<file path="config.mk">
export PLATFORM = sky130hd
export DESIGN_NAME = div_sched
export DESIGN_NICKNAME = d
export VERILOG_FILES = /design/src/rtl/div_sched_pkg.sv /design/src/rtl/seq_sdiv.sv /design/src/rtl/div_sched.sv
export SDC_FILE = /design/constraint.sdc
export NUM_CORES = 2
export LEC_CHECK = 0
export ABC_AREA = 1
export BUFFER_PORTS_ARGS = -buffer_cell sky130_fd_sc_hd__buf_4
export CAP_MARGIN = 20
export CORE_AREA = 4 4 420 339
export DETAILED_ROUTE_END_ITERATION = 7
export DIE_AREA = 0 0 424 343
export PLACE_DENSITY = 0.53
export SLEW_MARGIN = 40
export SYNTH_ARGS = -nofsm -noshare
export SYNTH_HDL_FRONTEND = slang
export SYNTH_SLANG_ARGS = --single-unit
</file>
<file path="constraint.sdc">
create_clock -name clk -period 2.9 [get_ports clk]
set_input_delay 0.145 -clock clk [delete_from_list [all_inputs] [get_ports clk]]
set_output_delay 0.145 -clock clk [all_outputs]
set_load 0.03 [all_outputs]
</file>
<file path="src/rtl/div_sched_pkg.sv">
// Shared types for the div_sched block: FSM state encoding and divider latency helper.
// Optional feature macro used by this slice: DIV_SCHED_DZ_FLAG_EN (adds the dz output).
package div_sched_pkg;

    typedef enum logic [2:0] {
        IDLE   = 3'd0,
        DIV_AB = 3'd1,
        CHECK  = 3'd2,
        DIV_CD = 3'd3,
        DONE   = 3'd4
    } state_t;

    // go-to-done latency of seq_sdiv: sign prep, one iteration per bit, sign fixup
    function automatic int div_latency(input int width);
        return width + 2;
    endfunction

endpackage

</file>
<file path="src/rtl/seq_sdiv.sv">
// Sequential signed restoring divider: quotient truncates toward zero, remainder follows dividend.
// Divide-by-zero gives quot=-1, rem=dividend; MIN/-1 gives quot=MIN, rem=0.
module seq_sdiv #(
    parameter int DATAWIDTH = 64
) (
    input  logic                        clk,
    input  logic                        rst,
    input  logic                        go,
    input  logic signed [DATAWIDTH-1:0] dividend,
    input  logic signed [DATAWIDTH-1:0] divisor,
    output logic                        busy,
    output logic                        done,
    output logic signed [DATAWIDTH-1:0] quot,
    output logic signed [DATAWIDTH-1:0] rem
);

    localparam int CW = (DATAWIDTH > 1) ? $clog2(DATAWIDTH) : 1;
    localparam logic [CW-1:0] LAST = CW'(DATAWIDTH - 1);

    localparam logic [1:0] PH_IDLE = 2'd0;
    localparam logic [1:0] PH_RUN  = 2'd1;
    localparam logic [1:0] PH_FIX  = 2'd2;

    logic [1:0]           phase;
    logic [CW-1:0]        cnt;
    logic [DATAWIDTH-1:0] shq;
    logic [DATAWIDTH-1:0] ub;
    logic [DATAWIDTH-1:0] racc;
    logic                 neg_q;
    logic                 neg_r;
    logic                 dz;
    logic [DATAWIDTH:0]   r_sh;
    logic [DATAWIDTH:0]   r_sub;
    logic                 take;

    // magnitude as unsigned so that MIN maps onto 2^(W-1) without overflow
    function automatic logic [DATAWIDTH-1:0] mag(input logic [DATAWIDTH-1:0] x);
        return x[DATAWIDTH-1] ? (~x + 1'b1) : x;
    endfunction

    always_comb begin
        r_sh  = {racc, shq[DATAWIDTH-1]};
        take  = (r_sh >= {1'b0, ub});
        r_sub = r_sh - {1'b0, ub};
    end

    assign busy = (phase != PH_IDLE);

    always_ff @(posedge clk) begin
        if (!rst) begin
            phase <= PH_IDLE;
            cnt   <= '0;
            shq   <= '0;
            ub    <= '0;
            racc  <= '0;
            neg_q <= 1'b0;
            neg_r <= 1'b0;
            dz    <= 1'b0;
            done  <= 1'b0;
            quot  <= '0;
            rem   <= '0;
        end else begin
            done <= 1'b0;
            case (phase)
                PH_IDLE: begin
                    if (go) begin
                        shq   <= mag(dividend);
                        ub    <= mag(divisor);
                        racc  <= '0;
                        neg_q <= dividend[DATAWIDTH-1] ^ divisor[DATAWIDTH-1];
                        neg_r <= dividend[DATAWIDTH-1];
                        dz    <= (divisor == '0);
                        cnt   <= '0;
                        phase <= PH_RUN;
                    end
                end
                PH_RUN: begin
                    shq  <= {shq[DATAWIDTH-2:0], take};
                    racc <= take ? r_sub[DATAWIDTH-1:0] : r_sh[DATAWIDTH-1:0];
                    cnt  <= cnt + 1'b1;
                    if (cnt == LAST) begin
                        phase <= PH_FIX;
                    end
                end
                PH_FIX: begin
                    quot  <= dz ? '1 : (neg_q ? (~shq + 1'b1) : shq);
                    rem   <= neg_r ? (~racc + 1'b1) : racc;
                    done  <= 1'b1;
                    phase <= PH_IDLE;
                end
                default: phase <= PH_IDLE;
            endcase
        end
    end

endmodule

</file>
<file path="src/rtl/div_sched.sv">
// Computes z = c/d when (a mod b) == zero, else a/b, sharing one seq_sdiv.
// start is sampled only while idle; done pulses one cycle with z valid. Macro DIV_SCHED_DZ_FLAG_EN adds dz.
module div_sched
    import div_sched_pkg::*;
#(
    parameter int DATAWIDTH = 64
) (
    input  logic                        clk,
    input  logic                        rst,
    input  logic                        start,
    input  logic signed [DATAWIDTH-1:0] a,
    input  logic signed [DATAWIDTH-1:0] b,
    input  logic signed [DATAWIDTH-1:0] c,
    input  logic signed [DATAWIDTH-1:0] d,
    input  logic signed [DATAWIDTH-1:0] zero,
    output logic                        busy,
    output logic                        done,
    output logic signed [DATAWIDTH-1:0] z
`ifdef DIV_SCHED_DZ_FLAG_EN
    ,
    output logic                        dz
`endif
);

    state_t                      state;
    logic                        go;
    logic signed [DATAWIDTH-1:0] dvd;
    logic signed [DATAWIDTH-1:0] dvs;
    logic signed [DATAWIDTH-1:0] rc;
    logic signed [DATAWIDTH-1:0] rd;
    logic signed [DATAWIDTH-1:0] rzero;
    logic signed [DATAWIDTH-1:0] q_ab;
    logic signed [DATAWIDTH-1:0] r_ab;
    logic                        div_busy;
    logic                        div_done;
    logic signed [DATAWIDTH-1:0] div_quot;
    logic signed [DATAWIDTH-1:0] div_rem;
`ifdef DIV_SCHED_DZ_FLAG_EN
    logic                        dz_ab;
`endif

    assign busy = (state != IDLE);
    assign done = (state == DONE);

    seq_sdiv #(.DATAWIDTH(DATAWIDTH)) u_div (
        .clk      (clk),
        .rst      (rst),
        .go       (go),
        .dividend (dvd),
        .divisor  (dvs),
        .busy     (div_busy),
        .done     (div_done),
        .quot     (div_quot),
        .rem      (div_rem)
    );

    // dvd/dvs hold a/b for the first division and are reloaded with c/d for the second
    always_ff @(posedge clk) begin
        if (!rst) begin
            state <= IDLE;
            go    <= 1'b0;
            dvd   <= '0;
            dvs   <= '0;
            rc    <= '0;
            rd    <= '0;
            rzero <= '0;
            q_ab  <= '0;
            r_ab  <= '0;
            z     <= '0;
`ifdef DIV_SCHED_DZ_FLAG_EN
            dz    <= 1'b0;
            dz_ab <= 1'b0;
`endif
        end else begin
            go <= 1'b0;
            case (state)
                IDLE: begin
                    if (start && !div_busy) begin
                        dvd   <= a;
                        dvs   <= b;
                        rc    <= c;
                        rd    <= d;
                        rzero <= zero;
                        go    <= 1'b1;
                        state <= DIV_AB;
                    end
                end
                DIV_AB: begin
                    if (div_done) begin
                        q_ab  <= div_quot;
                        r_ab  <= div_rem;
                        state <= CHECK;
                    end
                end
                CHECK: begin
                    if (r_ab == rzero) begin
                        dvd   <= rc;
                        dvs   <= rd;
                        go    <= 1'b1;
                        state <= DIV_CD;
`ifdef DIV_SCHED_DZ_FLAG_EN
                        dz_ab <= (dvs == '0);
`endif
                    end else begin
                        z     <= q_ab;
                        state <= DONE;
`ifdef DIV_SCHED_DZ_FLAG_EN
                        dz    <= (dvs == '0);
`endif
                    end
                end
                DIV_CD: begin
                    if (div_done) begin
                        z     <= div_quot;
                        state <= DONE;
`ifdef DIV_SCHED_DZ_FLAG_EN
                        dz    <= dz_ab || (dvs == '0);
`endif
                    end
                end
                DONE:    state <= IDLE;
                default: state <= IDLE;
            endcase
        end
    end

endmodule
</file>
* Word-level counts from Yosys, hierarchy flattened
Cells that the tools add are included.
** Cells by class
- Add/sub/neg operators :: 6
- Order comparisons :: 1
- Equality and inequality tests :: 15
- Mux-type cells :: 33
- Bitwise logic cells :: 5
- Reduce and logical (&&, ||, !) cells :: 18
** Operators with widths (count)
- 64-bit 2-to-1 mux :: 14
- 64-bit case mux with 2 select lines :: 5
- 64-bit by 1-bit adder with 64-bit output (second input constant) :: 4
- 64-bit inverter :: 4
- 65-bit by 64-bit greater-or-equal comparator with 1-bit output :: 1
- 64-bit equality test :: 1
- 64-bit zero test :: 1
- 64-bit subtractor :: 1
- 3-bit 2-to-1 mux :: 4
- 3-bit case mux with 4 select lines :: 1
- 6-bit case mux with 2 select lines :: 1
- 2-bit AND reduction :: 5
- 3-bit AND reduction :: 3
- 2-bit != test (second input constant) :: 4
- 2-bit nonzero test :: 4
- 6-bit by 1-bit adder with 6-bit output (second input constant) :: 1
- 3-bit by 2-bit equality test with 1-bit output (second input constant) :: 2
- 6-bit equality test (second input constant) :: 1
- 6-bit 2-to-1 mux :: 1
- 2-bit by 1-bit != test with 1-bit output (second input constant) :: 3
- 2-bit 2-to-1 mux :: 2
- 2-bit case mux with 2 select lines :: 1
- 3-bit by 1-bit equality test with 1-bit output (second input constant) :: 1
- 3-bit equality test (second input constant) :: 1
- other kinds (10) :: 12
** Word-level totals
- Register bits :: 848
- Input bits :: 323
- Output and inout port bits :: 66
- Word-level logic and storage cells :: 99

* Logic depth before layout (Yosys ltp)
- Depth in word-level cells :: 5
- Depth in mapped cells :: 19
- Mapped depth without buffers :: 19

* Cells and area by module
From an unflattened synthesis, not the netlist that was laid out.
** Unflattened totals
- Cells, all modules :: 7844
- Area, all modules :: 49097.1 um2
** By module, submodules not included
- seq_sdiv :: instances 1, cells an instance 4745, area each 27690.3 um2, sequential area each 6646.4 um2
- div_sched :: instances 1, cells an instance 3099, area each 21406.8 um2, sequential area each 10329.9 um2

* Worst setup path after synthesis
No wires, ideal clock.
- Path kind :: register to register
- Start :: register u_div.racc[17]
- End :: register u_div.racc[16]
- Library setup time :: 0.131 ns
- Data arrival time :: 1.967 ns
- Data required time :: 2.769 ns
- Setup slack :: 0.803 ns
- Stages on the path, launching flop included :: 17
- Path buffers :: 2
- Period minus slack after synthesis :: 2.097 ns
- Path through :: dfxtp_1 > ha_1 > nand2_1 > nor2_2 > nand2_1 > inv_2 > nand2_2 > nor2_2 > nand3_1 > nand3_1 > nor2_1 > nand2_1 > buf_4 > buf_6 > nand2_1 > nand3_2 > a21oi_2
** Between the ends
- Cells in the longest elaborated chain, start to end :: 3
** Ends and longest elaborated chain
- from (decl) :: RTL line seq_sdiv.sv:28 : logic [DATAWIDTH-1:0] racc;
- from (signal assigned) :: RTL line seq_sdiv.sv:79 : racc <= take ? r_sub[DATAWIDTH-1:0] : r_sh[DATAWIDTH-1:0];
- 65-bit by 64-bit greater-or-equal comparator with 1-bit output :: RTL line seq_sdiv.sv:43 : take = (r_sh >= {1'b0, ub});
- 64-bit 2-to-1 mux :: RTL line seq_sdiv.sv:79
- 64-bit case mux with 2 select lines :: RTL line seq_sdiv.sv:64 : case (phase)
Every way passes these cells.
A chain may end at the register's enable or synchronous reset.

* Worst setup path after layout
- Start :: register u_div.shq[5]
- End :: register u_div.quot[41]
** Between the ends
- Cells in the longest elaborated chain, start to end :: 4
** Ends and longest elaborated chain
- from (decl) :: RTL line seq_sdiv.sv:26 : logic [DATAWIDTH-1:0] shq;
- from (signal assigned) :: RTL line seq_sdiv.sv:67 : shq <= mag(dividend);
- from (signal assigned) :: RTL line seq_sdiv.sv:78 : shq <= {shq[DATAWIDTH-2:0], take};
- 64-bit inverter :: RTL line seq_sdiv.sv:86 : quot <= dz ? '1 : (neg_q ? (~shq + 1'b1) : shq);
- 64-bit by 1-bit adder with 64-bit output :: RTL line seq_sdiv.sv:86
- 64-bit 2-to-1 mux (2 in series) :: RTL line seq_sdiv.sv:86
- to (signal assigned) :: RTL line seq_sdiv.sv:86
- to (decl) :: RTL line seq_sdiv.sv:13 : output logic signed [DATAWIDTH-1:0] quot,
Every way passes these cells.

==> reports/metrics.cfg <==
[status]
status=finished clean

[placed_design]
gp_congestion=0.975
dp_hpwl_um=153000
port_buffers=388

[synthesis]
synth-main-ff-cell=dfxtp_1
avgSynthCellArea_um2=6.38
synth_seq_area_share=0.353
syn_inst=7542
synth_warnings=0
async_flop_share=0
synth_cell_types=56
synth_top_area_share=0.353
synthesis.nets=7935
synth_top_area_cell=dfxtp_1
synth.top_cells.by_area=dfxtp_1 (35%), nand2_1 (12%), o21ai_0 (9.0%)
syn_area_um2=48100
synth-edff-count=0
synth_seq_cells=848

[drt]
wl_met2_um=76500
drcViolationCount=0
via_per_inst=5.00
route.antenna.remaining_nets=0
top_layer=met5
met1Wirelength_um=103000
routed_wl_um=200000
wl_met3_um=15700
drtIter0Drc=5184
vias=51100
wl_per_cell_um=19.6
drt-pass1-iter-count=6

[critical_path]
startpoint_type=flip-flop
crit_type=reg -> reg
r2r-start=u_div.shq[5]$_SDFFE_PN0P_
end_kind=flip-flop
crit_arrival_ns=3.51
cp_max_fo=6
startpoint=u_div.shq[5]$_SDFFE_PN0P_
crit_required_ns=3.56

[timing]
slew_viol_final=0
worstMarginPinSlew_ns=0.720
relSlewSlack=0.515
max_freq_ghz=0.351
period_minus_slack_ns=2.85
fin_tns_setup_ns=0
setup_viol=0
finalClockSkew_ns=0.0281
min_period_over_period=0.984
report.final.hold_viol_count=0
rsz0062_at_grt=no

[clock_network]
post_cts_buffers=0
tritoncts=yes
clockBufferDepth=3
ctsHtreeMaxLevel=3
cts_buffers=92
clockRootBuffer=clkbuf_16
clk_pin_slew_ns=0.06
cts_sinks=848
worstSkewPairLatency_ns=0.73

[layout]
drive_gt1_frac=0.124
final_common_cell=nand2_1
layout_common_cells=nand2_1 (1571), nor2_1 (1142), inv_1 (970)
nNetsFinal=8679
areaGrowthSynthToFinish_pct=26.8

[grt]
overflow=0
grt_antenna_before_repair=5
grt_pass1_wl_um=297000
grt_max_degree=166
grt_pass1_vias=46900
grt_use_total=0.265

[flow_run]
max-cap-violations=0

[hold_path]
min_from=d[10]
hp-class=in -> reg

[die]
dieArea_um2=145000
die_h_um=343
io_pins=389
start_util=0.349
core_um2=138000
fp.dieW_um=424
row_count=122

==> routing by layer <==
metal  vias up  GRT usage
met1     23500      0.419
li1      25700          -
met4         6     0.0561
met2      1669      0.357
met5         -          0
met3       207     0.0577
==> cell families (layout without fill, tap and decap cells) <==
family	after synthesis	in the layout	share of synthesized area
AND/OR/NAND/NOR	3383	3383	0.296
adder cells (fa/ha/maj)	70	70	0.0183
other	0	3	0
buffers and inverters	1379	2194	0.111
AO/OA/AOI/OAI	1635	1635	0.180
XOR/XNOR	227	227	0.0413
flip-flops	848	848	0.353
==> final timing paths <==
path,slack [ns],endpoint,cells after the start
setup / recovery,0.05,u_div.quot[41]$_SDFFE_PN0P_,12
hold / removal,0.20,rd[10]$_SDFFE_PN0P_,4
setup reg to reg,0.05,u_div.quot[41]$_SDFFE_PN0P_,12
hold reg to reg,0.44,rd[54]$_SDFFE_PN0P_,2
==> stage by stage <==
stage / worst slack, ns / hold slack [ns] / cell area [µm²] / utilization / std cells
final: 0.0474 / 0.201 / 61000 / 0.442 / 10200
after global routing: 0.000420 / 0.191 / 61000 / 0.442 / 10200
after CTS: 0.132 / 0.151 / 61000 / 0.442 / 10200
after detailed placement: 0.138 / 0.373 / 54600 / 0.396 / 9723
after global placement: 0.124 / 0.369 / 54600 / 0.396 / 9723
after floorplan: 0.803 / 0.280 / 48100 / - / 7542
==> layout make-up <==
type,instances,area (µm²)
antenna,3,7.51
clock inverter,36,405
tap,1860,2330
sequential,848,17000
fill,14600,77000
timing repair buffer,1028,8950
clock buffer,129,2680
multi-input combinational,5315,25900
inverter,1001,3780
==> synth_stat cells (all sizes together) (6+ instances only) <==
master  instances
nand2        1596
or2            18
xnor2         105
o31ai           7
nand3         359
o221ai         24
a31oi          42
o21ai         934
nand3b         22
dfxtp         848
xor2          122
nor3b          10
buf            65
nor4           17
ha             69
and2            8
nor2         1176
nand4          97
a22oi          37
and3            6
nor3           73
a21oi         504
inv           997
clkbuf        313
o211ai         63
==> worst max-delay path, cell delays in order (launching register included) <==
cell and delay (ns):
dfxtp_1 0.44, nor2_1 0.29, nand2_1 0.09, nor2_1 0.19, nand3_1 0.22, inv_1 0.18
nand2_1 0.11, nand2_2 0.13, nand3_1 0.19, o21ai_0 0.57, buf_4 0.23, o211ai_1 0.07
inv_1 0.06
==> state kept, by name (all words and copies together), names as in the netlist <==
signal and flops:
u_div.neg_q 1, z 64, rd 64, u_div.neg_r 1, rc 64, u_div.cnt 6
u_div.quot 64, u_div.phase 2, dvs 64, q_ab 64, u_div.done 1, u_div.dz 1
rzero 64, u_div.ub 64, u_div.shq 64, go 1, r_ab 64, u_div.rem 64
state 3, dvd 64, u_div.racc 64
==> repair_timing <==
| item | in CTS | in global routing |
|---|---|---|
| resized for setup | 0 | 4 |
| hold buffers | 329 | 0 |
| endpoints found under the setup margin | 0 | 7 |
| endpoints found under the hold margin | 329 | 0 |
Power is not shown: default switching activity piles up to over one toggle a cycle in this logic, so the estimate is an artifact.
